**src/rtl/mul_seq_pkg.sv**
```systemverilog
// Shared types and sizing helpers for the digit-serial multiplier.
package mul_seq_pkg;

   typedef enum logic [1:0] {IDLE, RUN, DONE} state_t;

   localparam int unsigned DIGIT_W = 2;
   localparam int unsigned PP_W    = 4;

   function automatic int unsigned digit_count(input int unsigned w);
      return w / DIGIT_W;
   endfunction

   function automatic int unsigned cnt_width(input int unsigned d);
      return (d > 1) ? $clog2(d) : 1;
   endfunction

endpackage

```
**src/rtl/mul2x2_core.sv**
```systemverilog
// Purely combinational 2-bit x 2-bit -> 4-bit unsigned multiplier.
module mul2x2_core (
   input  logic [1:0] x,
   input  logic [1:0] y,
   output logic [3:0] z
);

   assign z = {2'b00, x} * {2'b00, y};

endmodule

```
**src/rtl/mul_digit_seq.sv**
```systemverilog
// Sequential WIDTH x WIDTH unsigned multiplier, one 2x2 digit product per cycle,
// with valid/ready handshakes on both operand and result sides.
module mul_digit_seq
   import mul_seq_pkg::*;
#(
   parameter int unsigned WIDTH = 8
) (
   input  logic               clk,
   input  logic               rst,
   input  logic               in_valid,
   output logic               in_ready,
   input  logic [WIDTH-1:0]   a,
   input  logic [WIDTH-1:0]   b,
   output logic               out_valid,
   input  logic               out_ready,
   output logic [2*WIDTH-1:0] p,
   output logic               busy
);

   localparam int unsigned D  = digit_count(WIDTH);
   localparam int unsigned CW = cnt_width(D);
   localparam logic [CW-1:0] LAST = CW'(D - 1);

   state_t               state;
   logic [WIDTH-1:0]     a_reg;
   logic [WIDTH-1:0]     b_reg;
   logic [2*WIDTH-1:0]   acc;
   logic [CW-1:0]        i;
   logic [CW-1:0]        j;
   logic [DIGIT_W-1:0]   a_dig;
   logic [DIGIT_W-1:0]   b_dig;
   logic [PP_W-1:0]      pp;
   logic [2*WIDTH-1:0]   pp_sh;

   mul2x2_core u_core (
      .x (a_dig),
      .y (b_dig),
      .z (pp)
   );

   // Digit select and placement: pp lands at bit 2*(i+j) of the accumulator.
   always_comb begin
      a_dig = a_reg[DIGIT_W*int'(i) +: DIGIT_W];
      b_dig = b_reg[DIGIT_W*int'(j) +: DIGIT_W];
      pp_sh = '0;
      pp_sh[PP_W-1:0] = pp;
      pp_sh = pp_sh << (DIGIT_W * (int'(i) + int'(j)));
   end

   always_ff @(posedge clk) begin
      if (rst) begin
         state     <= IDLE;
         in_ready  <= 1'b1;
         out_valid <= 1'b0;
         busy      <= 1'b0;
         acc       <= '0;
         a_reg     <= '0;
         b_reg     <= '0;
         i         <= '0;
         j         <= '0;
      end else begin
         case (state)
            IDLE: begin
               if (in_valid) begin
                  a_reg    <= a;
                  b_reg    <= b;
                  acc      <= '0;
                  i        <= '0;
                  j        <= '0;
                  in_ready <= 1'b0;
                  busy     <= 1'b1;
                  state    <= RUN;
               end
            end
            RUN: begin
               acc <= acc + pp_sh;
               if (j == LAST) begin
                  j <= '0;
                  i <= i + 1'b1;
               end else begin
                  j <= j + 1'b1;
               end
               if (i == LAST && j == LAST) begin
                  out_valid <= 1'b1;
                  state     <= DONE;
               end
            end
            DONE: begin
               if (out_ready) begin
                  out_valid <= 1'b0;
                  busy      <= 1'b0;
                  in_ready  <= 1'b1;
                  state     <= IDLE;
               end
            end
            default: begin
               state <= IDLE;
            end
         endcase
      end
   end

   assign p = acc;

endmodule

```
**config.mk**
```make
export PLATFORM = sky130hd
export DESIGN_NAME = mul_digit_seq
export DESIGN_NICKNAME = d
export VERILOG_FILES = /design/src/rtl/mul_seq_pkg.sv /design/src/rtl/mul2x2_core.sv /design/src/rtl/mul_digit_seq.sv
export SDC_FILE = /design/constraint.sdc
export NUM_CORES = 1
export LEC_CHECK = 0
export ABC_AREA = 1
export CAP_MARGIN = 20
export CORE_ASPECT_RATIO = 1.1
export CORE_MARGIN = 2
export CORE_UTILIZATION = 60
export DETAILED_ROUTE_END_ITERATION = 16
export GPL_ROUTABILITY_DRIVEN = 0
export MAX_ROUTING_LAYER = met4
export PLACE_DENSITY = 0.83
export SLEW_MARGIN = 5
export SYNTH_ARGS = -nofsm -noshare
export SYNTH_HDL_FRONTEND = slang
export SYNTH_SLANG_ARGS = --single-unit
```
**constraint.sdc**
```tcl
create_clock -name clk -period 6.2 [get_ports clk]
set_clock_uncertainty 0.1 [all_clocks]
set_input_delay 0.62 -clock clk [delete_from_list [all_inputs] [get_ports clk]]
set_output_delay 0.62 -clock clk [all_outputs]
set_load 0.05 [all_outputs]
```
==> impl_metrics.env <==
export IMPL_outcome="completed"
export IMPL_clock_sinks=41
export IMPL_rr_worst_depth=18
export IMPL_cp_arrival_ps=3300
export IMPL_synth_simple_gate_area_share=0.382
export IMPL_ys_top_cells_by_area="dfxtp_1 28%, nand2_1 16%, nor2_1 8.8%"
export IMPL_holdBufCountCts=0
export IMPL_postRouteAntennaNets=0
export IMPL_path_max_fanout=8
export IMPL_synth_compound_area_share=0.136
export IMPL_track_usage=0.268
export IMPL_synth_commonest_cells="123 x nand2_1, 68 x nor2_1, 50 x inv_1"
export IMPL_timing_final_crit_share=0.519
export IMPL_worstMarginPinSlew_ps=526
export IMPL_p_per_area_nw_per_um2=172
export IMPL_portBuffers=38
export IMPL_setup_slack_ps=2980
export IMPL_clk_latency_ps=300
export IMPL_cts_tree="yes"
export IMPL_cts_root_buf="clkbuf_8"
export IMPL_vdd_ir_drop_max_uv=135
export IMPL_synthFlopType="dfxtp_1"
export IMPL_synth_most_common_cell="nand2_1"
export IMPL_drive_above_1_share=0.126
export IMPL_power_total_uw=587
export IMPL_syn_avg_cell_area_um2=6.51
export IMPL_num_nets_final=525
export IMPL_grt_ovfl_total=0
export IMPL_reg2reg_to="p[12]$_SDFFE_PP0P_"
export IMPL_clk_path_buf_depth=2
export IMPL_endpoint_kind="flip-flop"
export IMPL_core_area_um2=4650
export IMPL_routed_top_layer="met4"
export IMPL_cap_violations=0
export IMPL_yosysTopAreaCellShare=0.283
export IMPL_grt_pass1_vias=2601
export IMPL_drc_errors=0
export IMPL_critPathCapture="p[12]$_SDFFE_PP0P_"
export IMPL_fmax_mhz=311
export IMPL_synth_fa_ha_area_frac=0.0999
export IMPL_antenna_found_initial=0
export IMPL_tns_ps=0
export IMPL_async_flop_share=0
export IMPL_maxSlewHeadroom=0.648
export IMPL_synth_edf_count=0
export IMPL_largest_reg_flops=16
export IMPL_synth_top_area_cell="dfxtp_1"
export IMPL_cts_made_buffers=5
export IMPL_initial_core_util=0.625
export IMPL_required_ps=6280
export IMPL_dieArea_um2=5420
export IMPL_io_pins=39
export IMPL_pre_cts_ws_ps=3040
export IMPL_routedWlPerCell_um=12.5
export IMPL_finalCriticalPeriod_ps=3220
export IMPL_path_class="reg -> reg"
export IMPL_ys_seq_elements=41
export IMPL_die_h_um=77.0
export IMPL_synth_mux_area_frac=0
export IMPL_hold_violations=0
export IMPL_hpwl_mm=5.16
export IMPL_cp_start_kind="flip-flop"
export IMPL_synth_top_family_by_area="simple AND/OR/NAND/NOR gates"
export IMPL_route_met3_wl_um=253
export IMPL_rsz0062_at_grt="no"
export IMPL_drt_vias_per_instance=5.32
export IMPL_cts_setup_buffers=0
export IMPL_cts_max_level=2
export IMPL_setup_viol=0
export IMPL_num_rows=26
export IMPL_synth_area_um2=2910
export IMPL_grt_pass1_wl_mm=11.5
export IMPL_antenna_cells=0
export IMPL_synthXorXnorAreaFrac=0
export IMPL_die_w_um=70.3
export IMPL_wirelength_mm=6.74
export IMPL_ys_seq_area_frac=0.283
export IMPL_synth_cells=446
export IMPL_r2r_slack_ps=2980
export IMPL_num_vias=2875
export IMPL_worstHoldPathType="reg -> reg"
export IMPL_syn_nets=488
export IMPL_reg2reg_from="i[0]$_SDFFE_PP0P_"
export IMPL_cts_repair_resized=0
export IMPL_drtIter0Drc=156
export IMPL_ys_warn_count=0
export IMPL_slew_viol_final=0
export IMPL_grt_max_degree=25
export IMPL_met1Wirelength_mm=2.87
export IMPL_p_leak_nw=1.61
export IMPL_first_pass_iters=4
export IMPL_synth_cell_type_count=36
export IMPL_routed_wl_met2_mm=3.46
export IMPL_clkTransAtPathRegs_ps=80
export IMPL_syn_to_final_growth_pct=17.7
export IMPL_cp_startpoint="i[0]$_SDFFE_PP0P_"
[layout by cell type (no fill, tap or decap), types with 2 or more instances in the layout]
cell type        instances
ha_1                    20
a31oi_1                  2
nand2_1                123
nor2_1                  68
nand2_2                 12
dfxtp_1                 41
inv_4                    2
nand3_1                 18
a21oi_2                  9
nand4_1                  2
nor2_2                   2
a21oi_1                 26
fa_1                     2
clkbuf_8                 5
nand3_2                 10
nor3_2                   3
clkdlybuf4s50_1         38
inv_2                    9
a32o_1                   2
o21ai_0                 14
inv_1                   50
nand3b_1                 3
o21ai_1                  8
[worst max-delay path, stage by stage (launching register included)]
cell and delay (ps):
dfxtp_1 480, ha_1 190, inv_1 50, fa_1 560
inv_1 140, nor2_1 120, inv_1 70, nor2_1 90
ha_1 170, inv_1 60, fa_1 360, inv_1 110
nand3_1 80, nand3_1 140, nand3_1 110, nand3_1 80
nand2_1 50, nand3_1 80, a21oi_1 60
[layout make-up]
type | count | area (um2)
clock buffer | 6 | 72.6
clock inverter | 2 | 38.8
sequential | 41 | 821
inverter | 61 | 234
tap | 56 | 70.1
fill | 385 | 1230
multi-input combinational | 335 | 1800
timing repair buffer | 39 | 388
[worst min path at each step]
stage | start | endpoint | slack, ps | cells after the start
after global placement | in_ready$_SDFFE_PP1P_ | in_ready$_SDFFE_PP1P_ | 340 | 2
final | in_ready$_SDFFE_PP1P_ | in_ready$_SDFFE_PP1P_ | 370 | 2
after global routing | in_ready$_SDFFE_PP1P_ | in_ready$_SDFFE_PP1P_ | 410 | 2
after CTS | in_ready$_SDFFE_PP1P_ | in_ready$_SDFFE_PP1P_ | 370 | 2
after detailed placement | in_ready$_SDFFE_PP1P_ | in_ready$_SDFFE_PP1P_ | 350 | 2
after floorplan | b_reg[2]$_SDFFE_PP0P_ | b_reg[2]$_SDFFE_PP0P_ | 350 | 2
[logic make-up (layout without fill, tap and decap cells)]
logic type	after synthesis	count (layout)
DFF	41	41
adders and majority gates	22	22
AOI/OAI and AO/OA	66	66
and+or+nand+nor	247	247
buffers and inverters	70	108
[metrics by stage]
stage	cells	util	area (um2)	hold slack, ps
after floorplan	446	-	2910	355
after global placement	532	0.711	3310	343
after CTS	540	0.735	3420	367
final	540	0.735	3420	366
after global routing	540	0.735	3420	406
after detailed placement	532	0.711	3310	346
[routing by layer]
metal,track usage,vias to the layer above
met3,0.0447,14
met4,0.0885,0
met5,-,-
met2,0.475,69
li1,-,1494
met1,0.305,1298
[power by group]
| part | internal (mW) | total, mW | switching, mW |
|---|---|---|---|
| Combinational | 0.0325 | 0.0839 | 0.0514 |
| Sequential | 0.275 | 0.283 | 0.00777 |
| Clock | 0.121 | 0.220 | 0.0992 |
| Total | 0.429 | 0.587 | 0.158 |
(Power assumes the default switching activity.)
